File: src/rtl/snake_pkg.sv
// Shared direction encoding for the snake game core (input front-end, main, board/body logic).
// Latency: n/a (types and pure functions only).
// Backpressure: n/a.
package snake_pkg;

  // UP/DOWN and LEFT/RIGHT differ only in bit 1, so opposite() is a single XOR.
  typedef enum logic [1:0] {
    DIR_UP    = 2'd0,
    DIR_LEFT  = 2'd1,
    DIR_DOWN  = 2'd2,
    DIR_RIGHT = 2'd3
  } dir_t;

  function automatic dir_t opposite(input dir_t x);
    return dir_t'(x ^ 2'b10);
  endfunction

endpackage

File: src/rtl/dir_fifo.sv
// Synchronous FIFO of pending turn directions, DEPTH entries of dir_t.
// Latency: a push is visible in head/tail/count one edge later; all outputs come from registers.
// Backpressure: a push while full is only accepted when a pop happens on the same edge; otherwise ignored.
module dir_fifo
  import snake_pkg::*;
#(
  parameter int DEPTH = 4,
  localparam int AW = $clog2(DEPTH),
  localparam int CW = $clog2(DEPTH + 1)
) (
  input  logic          i_clk,
  input  logic          i_reset,
  input  logic          i_push,
  input  dir_t          i_push_dat,
  input  logic          i_pop,
  output dir_t          o_head,
  output dir_t          o_tail,
  output logic [CW-1:0] o_count
);

  localparam logic [CW-1:0] FULL_CNT = CW'(DEPTH);

  dir_t          r_mem [DEPTH];
  logic [AW-1:0] r_wr_ptr;
  logic [AW-1:0] r_rd_ptr;
  logic [CW-1:0] r_count;

  logic w_do_push;
  logic w_do_pop;

  // When full, the slot being popped this edge is the one written, so push-with-pop is safe.
  assign w_do_pop  = i_pop && (r_count != '0);
  assign w_do_push = i_push && ((r_count != FULL_CNT) || w_do_pop);

  // Storage write; contents need no reset since count qualifies every read.
  always_ff @(posedge i_clk) begin
    if (w_do_push) begin
      r_mem[r_wr_ptr] <= i_push_dat;
    end
  end

  // Pointers and occupancy.
  always_ff @(posedge i_clk) begin
    if (i_reset) begin
      r_wr_ptr <= '0;
      r_rd_ptr <= '0;
      r_count  <= '0;
    end else begin
      if (w_do_push) r_wr_ptr <= r_wr_ptr + AW'(1);
      if (w_do_pop)  r_rd_ptr <= r_rd_ptr + AW'(1);
      case ({w_do_push, w_do_pop})
        2'b10:   r_count <= r_count + CW'(1);
        2'b01:   r_count <= r_count - CW'(1);
        default: r_count <= r_count;
      endcase
    end
  end

  assign o_head  = r_mem[r_rd_ptr];
  assign o_tail  = r_mem[r_wr_ptr - AW'(1)];
  assign o_count = r_count;

endmodule

File: src/rtl/direction_controller.sv
// Key front-end: w/a/s/d press detection, turn legality check, turn queue, game-step tick.
// Latency: press pushed at the first edge seeing the rising key; queued turn reaches dir on the next tick edge.
// Backpressure: none upstream (keys cannot stall); full queue or reversal rejects the press with a dropped pulse.
module direction_controller
  import snake_pkg::*;
#(
  parameter int   DEPTH    = 4,
  parameter int   TICK_DIV = 8,
  parameter dir_t INIT_DIR = DIR_RIGHT,
  localparam int  PW       = $clog2(DEPTH + 1),
  localparam int  CNTW     = (TICK_DIV > 2) ? $clog2(TICK_DIV) : 1
) (
  input  logic          i_clk,
  input  logic          i_reset,
  input  logic          i_w,
  input  logic          i_a,
  input  logic          i_s,
  input  logic          i_d,
  input  logic          i_enable,
  output logic          o_tick,
  output dir_t          o_dir,
  output logic [PW-1:0] o_pending,
  output logic          o_dropped
);

  localparam logic [CNTW-1:0] CNT_LAST = CNTW'(TICK_DIV - 1);
  localparam logic [PW-1:0]   FULL_CNT = PW'(DEPTH);

  logic [3:0]      r_key_q;
  logic [CNTW-1:0] r_cnt;
  logic            r_tick;
  dir_t            r_dir;
  logic            r_dropped;

  logic [3:0]    w_keys;
  logic [3:0]    w_press;
  logic          w_cand_vld;
  dir_t          w_cand;
  dir_t          w_ref;
  dir_t          w_head;
  dir_t          w_tail;
  logic [PW-1:0] w_count;
  logic          w_wrap;
  logic          w_pop;
  logic          w_full;
  logic          w_same;
  logic          w_opp;
  logic          w_push;
  logic          w_drop;

  // Bit order w,a,s,d from MSB; press is a rising level per key.
  assign w_keys  = {i_w, i_a, i_s, i_d};
  assign w_press = w_keys & ~r_key_q;

  // Pick a single candidate by priority w > a > s > d; the rest are discarded silently.
  always_comb begin
    w_cand_vld = 1'b1;
    w_cand     = DIR_UP;
    if (w_press[3])      w_cand = DIR_UP;
    else if (w_press[2]) w_cand = DIR_LEFT;
    else if (w_press[1]) w_cand = DIR_DOWN;
    else if (w_press[0]) w_cand = DIR_RIGHT;
    else                 w_cand_vld = 1'b0;
  end

  // Legality is judged against the last queued turn, or the live direction when nothing is queued.
  assign w_ref  = (w_count != '0) ? w_tail : r_dir;
  assign w_same = (w_cand == w_ref);
  assign w_opp  = (w_cand == opposite(w_ref));
  assign w_full = (w_count == FULL_CNT);

  assign w_wrap = i_enable && (r_cnt == CNT_LAST);
  assign w_pop  = w_wrap && (w_count != '0);

  assign w_push = w_cand_vld && !w_same && !w_opp && (!w_full || w_pop);
  assign w_drop = w_cand_vld && !w_same && (w_opp || (w_full && !w_pop));

  dir_fifo #(
    .DEPTH (DEPTH)
  ) u_fifo (
    .i_clk      (i_clk),
    .i_reset    (i_reset),
    .i_push     (w_push),
    .i_push_dat (w_cand),
    .i_pop      (w_pop),
    .o_head     (w_head),
    .o_tail     (w_tail),
    .o_count    (w_count)
  );

  // Key history, step counter, tick strobe, live direction and drop pulse.
  always_ff @(posedge i_clk) begin
    if (i_reset) begin
      // All-ones history means a key held through reset must be re-pressed.
      r_key_q   <= 4'b1111;
      r_cnt     <= '0;
      r_tick    <= 1'b0;
      r_dir     <= INIT_DIR;
      r_dropped <= 1'b0;
    end else begin
      r_key_q   <= w_keys;
      r_tick    <= w_wrap;
      r_dropped <= w_drop;
      if (!i_enable || w_wrap) r_cnt <= '0;
      else                     r_cnt <= r_cnt + CNTW'(1);
      if (w_pop) r_dir <= w_head;
    end
  end

  assign o_tick    = r_tick;
  assign o_dir     = r_dir;
  assign o_pending = w_count;
  assign o_dropped = r_dropped;

endmodule

File: config.mk
export PLATFORM = sky130hd
export DESIGN_NAME = direction_controller
export DESIGN_NICKNAME = d
export VERILOG_FILES = /design/src/rtl/snake_pkg.sv /design/src/rtl/dir_fifo.sv /design/src/rtl/direction_controller.sv
export SDC_FILE = /design/constraint.sdc
export NUM_CORES = 1
export LEC_CHECK = 0
export CAP_MARGIN = 20
export CORE_MARGIN = 1.5
export CORE_UTILIZATION = 57
export CTS_BUF_LIST = sky130_fd_sc_hd__clkbuf_8
export CTS_CLUSTER_DIAMETER = 30
export CTS_CLUSTER_SIZE = 20
export DETAILED_ROUTE_END_ITERATION = 8
export PLACE_DENSITY = 0.92
export REMOVE_ABC_BUFFERS = 1
export SETUP_SLACK_MARGIN = 0.5
export SLEW_MARGIN = 20
export SYNTH_ARGS = -nofsm -noshare
export SYNTH_HDL_FRONTEND = slang
export SYNTH_SLANG_ARGS = --single-unit
File: constraint.sdc
create_clock -name i_clk -period 4.1 [get_ports i_clk]
set_clock_uncertainty 0.2 [all_clocks]
set_input_delay 0.82 -clock i_clk [delete_from_list [all_inputs] [get_ports i_clk]]
set_output_delay 0.82 -clock i_clk [all_outputs]
set_load 0.05 [all_outputs]
==> run summary, run 1 <==
==================================================================================
Met3 Resource Use GR ................................................        2.98%
Final setup violation count .........................................            0
Routability cong. ...................................................        0.848
Detailed placer's ending HPWL .......................................      1580 µm
Commonest cells after routing, fill and taps aside .................. 17 x sky130_fd_sc_hd__dfxtp_1, 13 x sky130_fd_sc_hd__clkdlybuf4s50_1, 12 x sky130_fd_sc_hd__nor2_1
Final setup margin ..................................................       681 ps
Clock Sink Count ....................................................           26
Largest net degree at the start of global routing ...................           19
Async SR Flop Fraction ..............................................           0%
Clock latency on the worst-skew pair ................................       260 ps
Number of standard cells after synthesis ............................          108
Clock tree root driver cell ......................................... sky130_fd_sc_hd__clkbuf_8
Core region area ....................................................     2020 µm²
Biggest area contributors in the synthesized netlist ................ sky130_fd_sc_hd__dfxtp_1 28%, sky130_fd_sc_hd__edfxtp_1 19%, sky130_fd_sc_hd__ha_1 6.9%, sky130_fd_sc_hd__mux4_2 5.3%, sky130_fd_sc_hd__nor2_1 3.5%
Relative slew slack .................................................        58.9%
Routed Wire Length ..................................................      1970 µm
Tightest Pin Transition .............................................       611 ps
Post-Route Setup TNS ................................................         0 ps
Most common library cell in the layout ignoring fill and taps ....... sky130_fd_sc_hd__dfxtp_1
Peak clock frequency supported by timing ............................    0.292 GHz
RR Endpoint ......................................................... u_fifo.o_count[2]
Global routing met1 resource utilization ............................        22.0%
Worst min-delay path category ....................................... flip-flop to flip-flop
Proportion of synthesized chip area in sequential cells .............        47.2%
CTS buffer count ....................................................            3
Crit. Startpoint ....................................................          i_w
Floorplan die area ..................................................     2530 µm²
Remaining design rule violation count ...............................            0
Post-DR wirelength/cell .............................................      13.0 µm
Number of optimization iterations in the first detailed-route pass ..            6
Number of H-tree branching levels ...................................            1
Launching element type of the critical path .........................    input pin
Finished Cell Area ..................................................     1490 µm²
Hold buffers post-CTS ...............................................            0
Met2 global-route usage .............................................        30.3%
DP Area .............................................................     1420 µm²
Remaining global-route overflow .....................................            0
Starting density of the core ........................................        62.9%
Number of synthesized register bits .................................           26
Crit path time final ................................................      3420 ps
Crit share post-route ...............................................        83.4%
Power Dens Cells ....................................................   387 nW/µm²
Most area-hungry cell type in the Yosys netlist ..................... sky130_fd_sc_hd__dfxtp_1
Total GRT Usage .....................................................        17.6%
CP required .........................................................      4080 ps
Number of antenna violations at the first check in global routing ...            0
Max_cap viols .......................................................            0
# rows ..............................................................           16
LEAKAGE .............................................................     0.572 nW
Clock tree from TritonCTS ...........................................         done
Io pins .............................................................           14
Area growth from synthesis to final layout ..........................        17.0%
Endpoint arrival time on the critical path ..........................      3400 ps
Status .............................................................. complete, no violations
Via count ...........................................................          815
Mean area per synthesized cell ......................................     11.8 µm²
Origin of the critical flop-to-flop path ............................ u_fifo.r_wr_ptr[0]
Kind of critical path ............................................... input pin to flip-flop
Wire length of the first global-routing pass ........................      3370 µm
Count of antenna diodes in the layout ...............................            0
Setup repair after global routing missed its margin .................           no
Depth of the most critical reg-to-reg path ..........................           13
EDFF count, synth ...................................................            8
Violation count after the first detailed-routing iteration ..........           21
Number of max-slew violations in the final report ...................            0
Count of port buffers added during placement ........................           13
Drt via density .....................................................         5.40
Crit. End Element ...................................................    flip-flop
Number of warnings printed during yosys synthesis ...................            0
Share of the core filled with cells in the final layout .............        73.6%
Top_reg_cell synth .................................................. sky130_fd_sc_hd__dfxtp_1
Clock-pin slew on the worst setup and hold paths ....................        80 ps
Count of unique library cells instantiated by Yosys .................           38
Chip height .........................................................      50.3 µm
Remaining number of nets flagged by the antenna check after routing .            0
Net count, final ....................................................          140
CP Capture Point .................................................... u_fifo.o_count[2]
Worst slack, placed .................................................       359 ps
Internal reg-to-reg setup slack .....................................       740 ps
Worst-case clock buffer depth .......................................            2
Mapped Area .........................................................     1270 µm²
Global route hottest layer ..........................................         met2
Area fraction of the dominant cell type after synthesis .............        28.3%
Sum of internal, switching and leakage power ........................   0.000577 W
Die extent in x .....................................................      50.3 µm
Largest voltage drop on the vdd net .................................     0.238 mV
Worst-path maximum fanout ...........................................            3
Vias in the first global route ......................................          838
Fraction of final layout cells sized beyond drive strength 1 ........        21.8%
Count of endpoints failing hold in the final timing report ..........            0
==================================================================================
-- routing by layer --
metal | up-vias | routed length (µm)
met5 | - | 0
met4 | 0 | 0
met3 | 0 | 58
met2 | 13 | 992
met1 | 395 | 916
li1 | 407 | -
-- logic make-up (layout without fill, tap and decap cells) --
logic type	Yosys count	count (layout)	share of synthesized area, %
AOI/OAI and AO/OA	10	10	5.60
and+or+nand+nor	43	43	21.3
adders and majority gates	8	8	8.46
DFF	26	26	47.2
xor gates and xnor gates	5	5	3.44
buffers and inverters	8	24	2.95
muxes	8	8	11.0
-- sequential cells by signal, indices dropped and copies added (netlist names), 2 cells and up --
register         count
u_fifo.o_count       3
u_fifo.r_rd_ptr      2
u_fifo.r_mem         8
u_fifo.r_wr_ptr      2
o_dir                2
r_key_q              4
r_cnt                3
-- synth_stat cells (all sizes together) (3+ instances only) --
master / count
ha: 7
nor2: 12
and2: 7
or2: 4
nor2b: 3
inv: 6
nand2b: 3
a21oi: 3
edfxtp: 8
xor2: 3
and2b: 4
mux4: 4
dfxtp: 18
-- power breakdown --
group          switching (W)  internal, W  leakage (nW)
clock              0.0000706    0.0000855        0.0288
combinational      0.0000659    0.0000611         0.322
sequential         0.0000117     0.000282         0.222
-- per-stage QoR --
stage / instances / hold WS [ps]
after floorplan: 106 / 198
after global placement: 146 / 207
after detailed placement: 146 / 230
after CTS: 150 / 243
after global routing: 151 / 255
final: 151 / 239
-- critical path: stages --
cell                              delay [ps]
sky130_fd_sc_hd__clkdlybuf4s50_1         420
sky130_fd_sc_hd__and2b_2                 210
sky130_fd_sc_hd__nor4_1                  570
sky130_fd_sc_hd__nor4_4                   70
sky130_fd_sc_hd__inv_1                    70
sky130_fd_sc_hd__ha_1                    170
sky130_fd_sc_hd__inv_1                    60
sky130_fd_sc_hd__fa_1                    370
sky130_fd_sc_hd__xor2_1                  160
sky130_fd_sc_hd__or3_1                   310
sky130_fd_sc_hd__a21oi_1                 160
-- layout make-up --
class                   count  area (µm²)
repair buffers             14         138
well taps                  27        33.8
flip-flops and latches     26         602
inverters                   6        22.5
multi-input cells          74         638
fillers                   141         533
clock buffers               4        55.1
-- worst min path at each step --
| stage | start | endpoint | slack (ps) | cells after the start |
|---|---|---|---|---|
| after floorplan | r_cnt[0] | r_cnt[0] | 200 | 1 |
| after global placement | r_cnt[0] | r_cnt[0] | 210 | 1 |
| after detailed placement | r_cnt[0] | r_cnt[0] | 230 | 1 |
| after CTS | r_cnt[0] | r_cnt[0] | 240 | 1 |
| after global routing | r_cnt[0] | r_cnt[0] | 250 | 1 |
| final | r_cnt[0] | r_cnt[0] | 240 | 1 |
-- repair_timing --
item,in CTS,in global routing
gates resized for setup,1,1
endpoints found under the setup margin,1,2
pin swaps,1,1
buffers inserted,0,1
cloned,0,0
No activity file was read; power rests on OpenSTA's default activity.
==> run 2, diff against run 1 <==
==> constraint.sdc (replaced) <==
create_clock -name i_clk -period 3.35 [get_ports i_clk]
set_clock_uncertainty 0.2 [all_clocks]
set_input_delay 0.67 -clock i_clk [delete_from_list [all_inputs] [get_ports i_clk]]
set_output_delay 0.67 -clock i_clk [all_outputs]
set_load 0.05 [all_outputs]
==> run summary, run 2 (synthesis gave the netlist of run 1 again) <==
==================================================================================
Status .............................................................. complete, no violations
Crit path time final ................................................      3000 ps
Combinational fraction of design power ..............................        26.0%   +4.0 points
# rows ..............................................................           16   unchanged
Sw power ............................................................   0.000213 W   +43%
Kind of critical path ............................................... input pin to flip-flop
Commonest cells after routing, fill and taps aside .................. 17 x sky130_fd_sc_hd__buf_4, 16 x sky130_fd_sc_hd__dfxtp_1, 12 x sky130_fd_sc_hd__nor2_1
Number of antenna violations at the first check in global routing ...            0   unchanged
Routability cong. ...................................................        0.794   -6.4%
Number of flip-flops in the largest register ........................            8   unchanged
Io pins .............................................................           14   unchanged
Clock tree root driver cell ......................................... sky130_fd_sc_hd__clkbuf_8
Remaining design rule violation count ...............................            0   unchanged
Proportion of total power due to net switching ......................        25.5%   -0.16 points
Die extent in x .....................................................      50.3 µm   unchanged
Largest Register .................................................... u_fifo.r_mem
Count of antenna diodes in the layout ...............................            0   unchanged
Vias in the first global route ......................................          881   +5.1%
Depth of the most critical reg-to-reg path ..........................           13   unchanged
Largest net degree at the start of global routing ...................           19   unchanged
Drt via density .....................................................         5.27   -2.4%
Floorplan die area ..................................................     2530 µm²   unchanged
Clock tree from TritonCTS ...........................................         done
Peak clock frequency supported by timing ............................    0.333 GHz
LEAKAGE .............................................................     0.689 nW   +20%
Sum of internal, switching and leakage power ........................   0.000833 W   +44%
Worst-case clock buffer depth .......................................            2   unchanged
Placed cell count ...................................................          154   +5.5%
Detailed placer's ending HPWL .......................................      1650 µm   +4.8%
Registers with the most flip-flops .................................. u_fifo.r_mem (8), r_key_q (4)
Area used by sequential logic in the layout .........................      603 µm²   +0.21%
Wire length of the first global-routing pass ........................      3950 µm   +17%
CTS buffer count ....................................................            3   unchanged
Power Dens Cells ....................................................   495 nW/µm²   +28%
Number of optimization iterations in the first detailed-route pass ..            4   -2
Largest voltage drop on the vdd net .................................     0.406 mV   +71%
Relative slew slack .................................................        60.6%   +1.7 points
Post-DR wirelength/cell .............................................      15.2 µm   +16%
Number of max-slew violations in the final report ...................            0   unchanged
Worst-path maximum fanout ...........................................            3   unchanged
Count of endpoints failing hold in the final timing report ..........            0   unchanged
Violation count after the first detailed-routing iteration ..........           17   -19%
Tightest Pin Transition .............................................       589 ps   -21.2 ps
Final cell count without fillers ....................................          168   +11%
Routed Wire Length ..................................................      2550 µm   +30%
Clock latency on the worst-skew pair ................................       270 ps   about the same
Count of port buffers added during placement ........................           13   unchanged
Fraction of final layout cells sized beyond drive strength 1 ........        37.6%   +16 points
Max_cap viols .......................................................            0   unchanged
Clock-pin slew on the worst setup and hold paths ....................        90 ps   about the same
Area taken by multi-input logic gates ...............................      683 µm²   +7.1%
Endpoint arrival time on the critical path ..........................      3000 ps   -400 ps
Launching element type of the critical path .........................    input pin
Remaining global-route overflow .....................................            0   unchanged
Final setup violation count .........................................            0   unchanged
# fillers ...........................................................          109   -23%
Crit share post-route ...............................................        89.6%
Internal reg-to-reg setup slack .....................................       360 ps   -380 ps
Worst min-delay path category ....................................... flip-flop to flip-flop
Number of H-tree branching levels ...................................            1   unchanged
Part of the power in the clock network ..............................        31.0%   +3.9 points
Core region area ....................................................     2020 µm²   unchanged
Cell depth of the worst min-delay path ..............................            1   unchanged
Relative contribution of sequential cells to total power ............        43.0%   -7.9 points
Setup repair after global routing missed its margin .................          yes
Design internal power ...............................................   0.000620 W   +45%
Starting density of the core ........................................        62.9%   unchanged
CP required .........................................................      3350 ps   -730 ps
Net count, final ....................................................          157   +12%
Area growth from synthesis to final layout ..........................        32.4%
Remaining number of nets flagged by the antenna check after routing .            0   unchanged
Chip height .........................................................      50.3 µm   unchanged
Clock Sink Count ....................................................           26   unchanged
Via count ...........................................................          885   +8.6%
Most common library cell in the layout ignoring fill and taps ....... sky130_fd_sc_hd__buf_4
Total GRT Usage .....................................................        21.6%   +4.1 points
Crit. End Element ...................................................    flip-flop
==================================================================================
-- run 2: per-stage QoR --
step / TNS, ps / instance area [µm²] / setup WS [ps] / hold WS, ps / utilization [%]
floorplan: 0 / 1260 / 89.7 / 198 / -
global placement: 0 / 1480 / 30.2 / 206 / 73.3
detailed placement: -96.8 / 1480 / -96.8 / 232 / 73.3
CTS: 0 / 1650 / 325 / 246 / 81.6
global route: 0 / 1680 / 270 / 328 / 83.3
finish: 0 / 1680 / 350 / 324 / 83.3
-- run 2: final timing paths --
kind                                         start                end
worst min register to register            r_cnt[0]           r_cnt[0]
worst max register to register  u_fifo.r_wr_ptr[1]  u_fifo.o_count[2]
worst max-delay path                           i_s  u_fifo.o_count[2]
worst min-delay path                      r_cnt[0]           r_cnt[0]
-- run 2: repair_timing --
action,CTS,global route
gates resized for setup,13,4
hold buffers,0,0
pin swaps,4,5
setup endpoints to repair,3,2
setup buffers,7,3
-- run 2: worst max-delay path, stage by stage --
cell and delay [ps]:
sky130_fd_sc_hd__clkdlybuf4s50_1 430, sky130_fd_sc_hd__and2b_2 230, sky130_fd_sc_hd__nor4_4 210, sky130_fd_sc_hd__buf_4 170, sky130_fd_sc_hd__nor4_4 40, sky130_fd_sc_hd__inv_1 60
sky130_fd_sc_hd__ha_2 180, sky130_fd_sc_hd__inv_2 40, sky130_fd_sc_hd__fa_2 340, sky130_fd_sc_hd__xor2_1 150, sky130_fd_sc_hd__or3_1 320, sky130_fd_sc_hd__a21oi_1 140
-- run 2: final cells by class --
| cell class | instances | share of cell area, % |
|---|---|---|
| Multi-Input combinational cell | 74 | 40.6 |
| Sequential cell | 26 | 35.8 |
| Timing Repair Buffer | 31 | 16.0 |
| Clock buffer | 3 | 2.45 |
| Tap cell | 27 | 2.01 |
| Clock inverter | 1 | 1.78 |
| Inverter | 6 | 1.34 |
-- run 2: metal layers --
metal,GRT usage [%],share of wire [%]
met5,0,0
met4,4.17,0.43
met3,5.36,4.2
met2,38.8,52
met1,26.2,44
-- run 2: power by group through the flow --
| stage | clock network (W) | logic (W) | registers (W) |
|---|---|---|---|
| global route | 0.000273 | 0.000234 | 0.000360 |
| finish | 0.000258 | 0.000217 | 0.000358 |
| detailed placement | 0 | 0.000172 | 0.000363 |
| global placement | 0 | 0.000165 | 0.000361 |
| CTS | 0.000262 | 0.000206 | 0.000357 |
| floorplan | 0 | 0.0000938 | 0.000381 |
